`src/rtl/mac_acc_sequencer_pkg.sv`:
```
// Shared constants and types for the MAC accumulate-job sequencer.
// Holds the cfg field positions, mode codes and the sequencer state encoding.
package mac_acc_sequencer_pkg;

  // cfg field positions
  localparam int MAC_CFG_SIGNED_BIT = 3;
  localparam int MAC_CFG_MODE_LSB   = 0;

  // mode codes carried in cfg[1:0]
  localparam logic [1:0] MAC_MODE_SINGLE = 2'b00;
  localparam logic [1:0] MAC_MODE_DUAL   = 2'b01;
  localparam logic [1:0] MAC_MODE_QUAD   = 2'b10;
  localparam logic [1:0] MAC_MODE_RSVD   = 2'b11;

  // sequencer state encoding
  typedef enum logic [1:0] {
    SEQ_IDLE  = 2'd0,
    SEQ_RUN   = 2'd1,
    SEQ_DRAIN = 2'd2,
    SEQ_DONE  = 2'd3
  } seq_state_e;

  // True when the mode code is one the datapath actually implements.
  function automatic logic mac_mode_known(input logic [1:0] mode);
    return (mode == MAC_MODE_SINGLE) || (mode == MAC_MODE_DUAL) ||
           (mode == MAC_MODE_QUAD);
  endfunction

endpackage

```
`src/rtl/mac_seq_down_counter.sv`:
```
// Loadable down-counter with zero and one flags.
// Load has priority over decrement; decrement saturates at zero.
module mac_seq_down_counter #(
  parameter int WIDTH = 8
) (
  input  logic             clk,
  input  logic             rst,
  input  logic             load_i,
  input  logic [WIDTH-1:0] load_val_i,
  input  logic             dec_i,
  output logic             zero_o,
  output logic             last_o
);

  logic [WIDTH-1:0] count_q;
  logic [WIDTH-1:0] count_d;

  // Next count: load wins, otherwise decrement while non-zero.
  always_comb begin
    count_d = count_q;
    if (load_i) begin
      count_d = load_val_i;
    end else if (dec_i && (count_q != {WIDTH{1'b0}})) begin
      count_d = count_q - WIDTH'(1);
    end else begin
      count_d = count_q;
    end
  end

  // Count register with synchronous active-low reset.
  always_ff @(posedge clk) begin
    if (!rst) begin
      count_q <= {WIDTH{1'b0}};
    end else begin
      count_q <= count_d;
    end
  end

  assign zero_o = (count_q == {WIDTH{1'b0}});
  assign last_o = (count_q == WIDTH'(1));

endmodule

```
`src/rtl/mac_acc_sequencer.sv`:
```
// Sequencer in front of the MAC multiply/accumulate/negate datapath.
// Accepts one job command, gates PIPE_DEPTH-aware operand flow, then
// captures the four accumulator lanes and returns them on a valid/ready port.
// Optional build macro: MAC_SEQ_CFG_CHECK_EN -- reject reserved mode 2'b11
// with an error result instead of passing it to the datapath.
module mac_acc_sequencer
  import mac_acc_sequencer_pkg::*;
#(
  parameter int MAC_CONF_WIDTH = 4,
  parameter int MAC_ACC_WIDTH  = 32,
  parameter int LEN_WIDTH      = 8,
  parameter int PIPE_DEPTH     = 2
) (
  input  logic                       clk,
  input  logic                       rst,
  input  logic                       cmd_valid,
  output logic                       cmd_ready,
  input  logic [MAC_CONF_WIDTH-1:0]  cmd_cfg,
  input  logic [LEN_WIDTH-1:0]       cmd_len,
  input  logic                       op_valid,
  output logic                       op_ready,
  output logic [MAC_CONF_WIDTH-1:0]  mac_cfg,
  output logic                       mac_en,
  output logic                       mac_acc_clr,
  input  logic [4*MAC_ACC_WIDTH-1:0] mac_acc_in,
  output logic                       res_valid,
  input  logic                       res_ready,
  output logic [4*MAC_ACC_WIDTH-1:0] res_data,
  output logic                       res_err,
  output logic                       busy
);

  localparam int DRAIN_W = (PIPE_DEPTH < 2) ? 1 : $clog2(PIPE_DEPTH + 1);

  seq_state_e state_q;
  seq_state_e state_d;

  logic [MAC_CONF_WIDTH-1:0]  mac_cfg_q;
  logic [4*MAC_ACC_WIDTH-1:0] res_data_q;
  logic                       res_err_q;
  logic                       first_q;

  logic cmd_rsvd_s;
  logic cmd_take_s;
  logic cmd_ready_s;
  logic op_ready_s;
  logic mac_en_s;
  logic busy_s;
  logic res_valid_s;
  logic beat_zero_s;
  logic beat_last_s;
  logic drain_zero_s;
  logic drain_last_s;
  logic drain_load_s;
  logic drain_dec_s;
  logic capture_s;

`ifdef MAC_SEQ_CFG_CHECK_EN
  assign cmd_rsvd_s = !mac_mode_known(cmd_cfg[MAC_CFG_MODE_LSB +: 2]);
`else
  assign cmd_rsvd_s = 1'b0;
`endif

  // Remaining-beat counter: loaded with cmd_len, one step per accepted beat.
  mac_seq_down_counter #(.WIDTH(LEN_WIDTH)) u_beat_cnt (
    .clk        (clk),
    .rst        (rst),
    .load_i     (cmd_take_s),
    .load_val_i (cmd_len),
    .dec_i      (mac_en_s),
    .zero_o     (beat_zero_s),
    .last_o     (beat_last_s)
  );

  // Drain counter: covers the datapath latency after the final beat.
  mac_seq_down_counter #(.WIDTH(DRAIN_W)) u_drain_cnt (
    .clk        (clk),
    .rst        (rst),
    .load_i     (drain_load_s),
    .load_val_i (DRAIN_W'(PIPE_DEPTH)),
    .dec_i      (drain_dec_s),
    .zero_o     (drain_zero_s),
    .last_o     (drain_last_s)
  );

  // State register with synchronous active-low reset.
  always_ff @(posedge clk) begin
    if (!rst) begin
      state_q <= SEQ_IDLE;
    end else begin
      state_q <= state_d;
    end
  end

  // Next-state logic.
  always_comb begin
    state_d = state_q;
    case (state_q)
      SEQ_IDLE: begin
        if (cmd_valid) begin
          if ((cmd_len == {LEN_WIDTH{1'b0}}) || cmd_rsvd_s) begin
            state_d = SEQ_DONE;
          end else begin
            state_d = SEQ_RUN;
          end
        end else begin
          state_d = SEQ_IDLE;
        end
      end
      SEQ_RUN: begin
        if (mac_en_s && beat_last_s) begin
          state_d = SEQ_DRAIN;
        end else begin
          state_d = SEQ_RUN;
        end
      end
      SEQ_DRAIN: begin
        // The zero guard only matters if the counter was never loaded.
        if (drain_last_s || drain_zero_s) begin
          state_d = SEQ_DONE;
        end else begin
          state_d = SEQ_DRAIN;
        end
      end
      SEQ_DONE: begin
        if (res_ready) begin
          state_d = SEQ_IDLE;
        end else begin
          state_d = SEQ_DONE;
        end
      end
      default: state_d = SEQ_IDLE;
    endcase
  end

  // Output and counter-control decode from the current state.
  always_comb begin
    cmd_ready_s = 1'b0;
    op_ready_s  = 1'b0;
    busy_s      = 1'b1;
    res_valid_s = 1'b0;
    drain_dec_s = 1'b0;
    case (state_q)
      SEQ_IDLE: begin
        cmd_ready_s = 1'b1;
        busy_s      = 1'b0;
      end
      SEQ_RUN:   op_ready_s  = !beat_zero_s;
      SEQ_DRAIN: drain_dec_s = 1'b1;
      SEQ_DONE:  res_valid_s = 1'b1;
      default: begin
        cmd_ready_s = 1'b0;
        busy_s      = 1'b1;
      end
    endcase
    cmd_take_s   = cmd_ready_s & cmd_valid;
    mac_en_s     = op_valid & op_ready_s;
    drain_load_s = mac_en_s & beat_last_s;
    capture_s    = drain_dec_s & (drain_last_s | drain_zero_s);
  end

  // Job configuration, first-beat flag and result registers.
  always_ff @(posedge clk) begin
    if (!rst) begin
      mac_cfg_q  <= {MAC_CONF_WIDTH{1'b0}};
      res_data_q <= {(4*MAC_ACC_WIDTH){1'b0}};
      res_err_q  <= 1'b0;
      first_q    <= 1'b0;
    end else begin
      if (cmd_take_s) begin
        // A rejected command leaves the datapath cfg untouched.
        if (!cmd_rsvd_s) begin
          mac_cfg_q <= cmd_cfg;
        end
        res_data_q <= {(4*MAC_ACC_WIDTH){1'b0}};
        res_err_q  <= cmd_rsvd_s;
        first_q    <= 1'b1;
      end else begin
        if (mac_en_s) begin
          first_q <= 1'b0;
        end
        if (capture_s) begin
          res_data_q <= mac_acc_in;
        end
      end
    end
  end

  assign cmd_ready   = cmd_ready_s;
  assign op_ready    = op_ready_s;
  assign mac_en      = mac_en_s;
  assign mac_acc_clr = mac_en_s & first_q;
  assign busy        = busy_s;
  assign res_valid   = res_valid_s;
  assign mac_cfg     = mac_cfg_q;
  assign res_data    = res_data_q;
  assign res_err     = res_err_q;

endmodule

```
`config.mk`:
```
export PLATFORM = sky130hd
export DESIGN_NAME = mac_acc_sequencer
export DESIGN_NICKNAME = d
export VERILOG_FILES = /design/src/rtl/mac_acc_sequencer_pkg.sv /design/src/rtl/mac_seq_down_counter.sv /design/src/rtl/mac_acc_sequencer.sv
export SDC_FILE = /design/constraint.sdc
export NUM_CORES = 1
export LEC_CHECK = 0
export ABC_AREA = 1
export CAP_MARGIN = 20
export CORE_MARGIN = 2
export CORE_UTILIZATION = 41
export DETAILED_ROUTE_END_ITERATION = 8
export PLACE_DENSITY = 0.82
export SYNTH_ARGS = -nofsm -noshare
export SYNTH_HDL_FRONTEND = slang
export SYNTH_HIERARCHICAL = 1
export SYNTH_SLANG_ARGS = --single-unit
```
`constraint.sdc`:
```
create_clock -name clk -period 1.8 [get_ports clk]
set_clock_uncertainty 0.05 [all_clocks]
set_input_delay 0.18 -clock clk [delete_from_list [all_inputs] [get_ports clk]]
set_output_delay 0.18 -clock clk [all_outputs]
set_load 0.02 [all_outputs]
```
==> reports/qor.yml <==
floorplan:
  rows: 43
  dieHeight_um: 123
  design.core.area_sq_mm: 0.0138
  ios: 284
  die_x_um: 123
  start_util_pct: 41.9
  die-area_sq_mm: 0.0151
sta:
  grt_setup_unrepaired: "false"
  layout_min_cycle_time_ns: 1.71
  finalSetupViolations: 0
  clock.fmax_mhz: 584
  tns_ns: 0
  worst_hold_slack_ns: 0.265
  hold_viol: 0
  fin_crit_sh_pct: 95.1
  slew_viol_final: 0
critical_path:
  cp_data_arrival_time_ns: 1.48
  worst_path_dominant_cell_family: "simple AND/OR/NAND/NOR gates"
  crit_required_ns: 1.57
  cp_cell_sequence: "inv_2 -> ha_2 -> nand2_2 -> nor2_4 -> nor2_4 -> nand2_2 -> nor2_1 -> buf_4"
  cp_max_fo: 3
  start_kind: "flip-flop"
  end_kind: "output port"
  rrSetupSlack_ns: 0.13
  crit_buf_inv: 2
  path_depth: 8
  path_class: "flip-flop to output port"
  slowest_stage: "dfxtp_2"
  max_stage_delay_ns: 0.33
  worstRegToRegCells: 9
layout:
  syn_to_final_growth_pct: 64.5
  diodes: 0
  drive_gt1_share_pct: 14.3
  stdcell_area_sq_mm: 0.00953
  final_common_cell: "nand2_1"
  final_cell_mix: "nand2_1, clkdlybuf4s50_1, dfxtp_1"
  finalNetCount: 1173
  final_util_pct: 68.9
drt:
  ant_nets: 0
  vias: 5759
  dr.pass1.iters: 5
  drtIter0Drc: 319
  totalWireLength_mm: 17.5
  vias_per_cell: 4.74
  drc: 0
  wire_per_inst_um: 14.4
synthesis:
  ys_warn_count: 6
  synth_top_area_share_pct: 50.1
  avgSynthCellArea_sq_um: 7.86
  ys_types: 28
  yosysSeqAreaShare_pct: 50.1
  synth_area_leader_cell: "dfxtp_1"
  synth_seq_cells: 145
  synthesis.area_sq_mm: 0.00579
  synth_area_leaders: "dfxtp_1, nand2_1, a21oi_2"
  syn_inst: 737
worst_hold_path:
  hp-class: "input port to flip-flop"
  min_path_cells: 3
clocking:
  cts_sinks: 145
  clkTransAtPathRegs_ns: 0.06
  clk-insertion-delay-late_ns: 0.41
  cts_root_buf: "clkbuf_16"
  cts_tree: "built"
  cts_buffers: 17
  htreeDepth: 4
  cts_max_path_buffers: 2
global_routing:
  track_usage_pct: 22.2
  antenna_found_initial: 0
  grt_pass1_wl_mm: 26.2
  grt_max_degree: 73
  grt_pass1_vias: 5400
  grt_overflow: 0
job:
  cap_violations: 0
placement:
  placed_area_sq_mm: 0.00886
  dp_hpwl_mm: 11.9
  io_buffers: 282
  gp_congestion: 0.857
status:
  status: "finished, final reports clean"
pwr:
  power.density_mw_per_mm2: 839
  ir_drop_mv: 0.715
  p_leak_nw: 3.31
[layer usage]
layer	GRT usage, %	wire (um)
met1	25.1	6900
met2	37.8	8600
met3	7.53	1540
met4	9.63	456
met5	0	0
[power by group]
group	switching, mW	internal (mW)	leakage [nW]
clock	1.29	2.38	0.299
combinational	0.484	0.541	1.84
sequential	0.0350	3.26	1.17
total	1.81	6.18	3.31
[synthesized netlist by cell type, drive strengths merged]
master	n
dfxtp	145
nor2	45
conb	2
clkinv	2
nand3	14
buf	43
nand4	1
a21oi	134
a21o	1
xor2	1
clkbuf	1
a31oi	1
o21ai	11
xnor2	1
ha	5
nor3	1
inv	25
nand2	304
[repair_timing]
action / in CTS / in global routing
hold buffers: 0 / 0
gates resized for setup: 17 / 5
buffers inserted: 1 / 2
setup endpoints to repair: 6 / 24
pin swaps: 1 / 3
cloned: 0 / 1
[worst min-delay path, cell delays in order]
cell and delay (ns):
clkdlybuf4s50_1 0.39, nand2_1 0.06, a21oi_1 0.05
[layout make-up]
class | instances | area [sq um]
Clock buffer | 21 | 460
Clock inverter | 10 | 159
Fill cell | 1115 | 4300
Inverter | 27 | 109
Multi-Input combinational cell | 522 | 2560
Sequential cell | 145 | 2910
Tap cell | 180 | 225
Timing Repair Buffer | 310 | 3110
[through the flow]
step                      worst slack (ns)  power (mW)  std cells
after global routing               0.00437        8.29       1215
final                               0.0888        7.99       1215
after CTS                         0.000462        8.04       1212
after detailed placement           0.00138        4.36       1180
after global placement              0.0184        4.36       1180
after floorplan                     0.0656        3.82        738
[final timing paths]
kind,startpoint,end
setup reg to reg,state_q[0]$_SDFF_PN0_,u_beat_cnt/count_q[1]$_SDFFE_PN0P_
hold reg to reg,first_q$_SDFFE_PN0P_,first_q$_SDFFE_PN0P_
hold / removal,mac_acc_in[103],res_data[103]$_SDFFE_PP0P_
setup / recovery,u_beat_cnt/count_q[0]$_SDFFE_PN0P_,mac_acc_clr
[cell families (layout without fill, tap and decap cells)]
logic type      Yosys count  after routing  synth area share (%)
simple gates            365            365                  24.8
compound gates          147            147                  17.0
flops                   145            145                  50.1
buf+inv                  71            368                  6.61
fa+ha+maj                 5              5                  1.08
other cells               2              3                 0.130
xor+xnor                  2              2                 0.302
[state kept, by name, indices dropped and copies added (netlist names)]
| signal | flops |
|---|---|
| mac_cfg | 4 |
| u_drain_cnt/count_q | 2 |
| res_data | 128 |
| first_q | 1 |
| u_beat_cnt/count_q | 8 |
| state_q | 2 |
No activity file was read; power rests on OpenSTA's default activity.
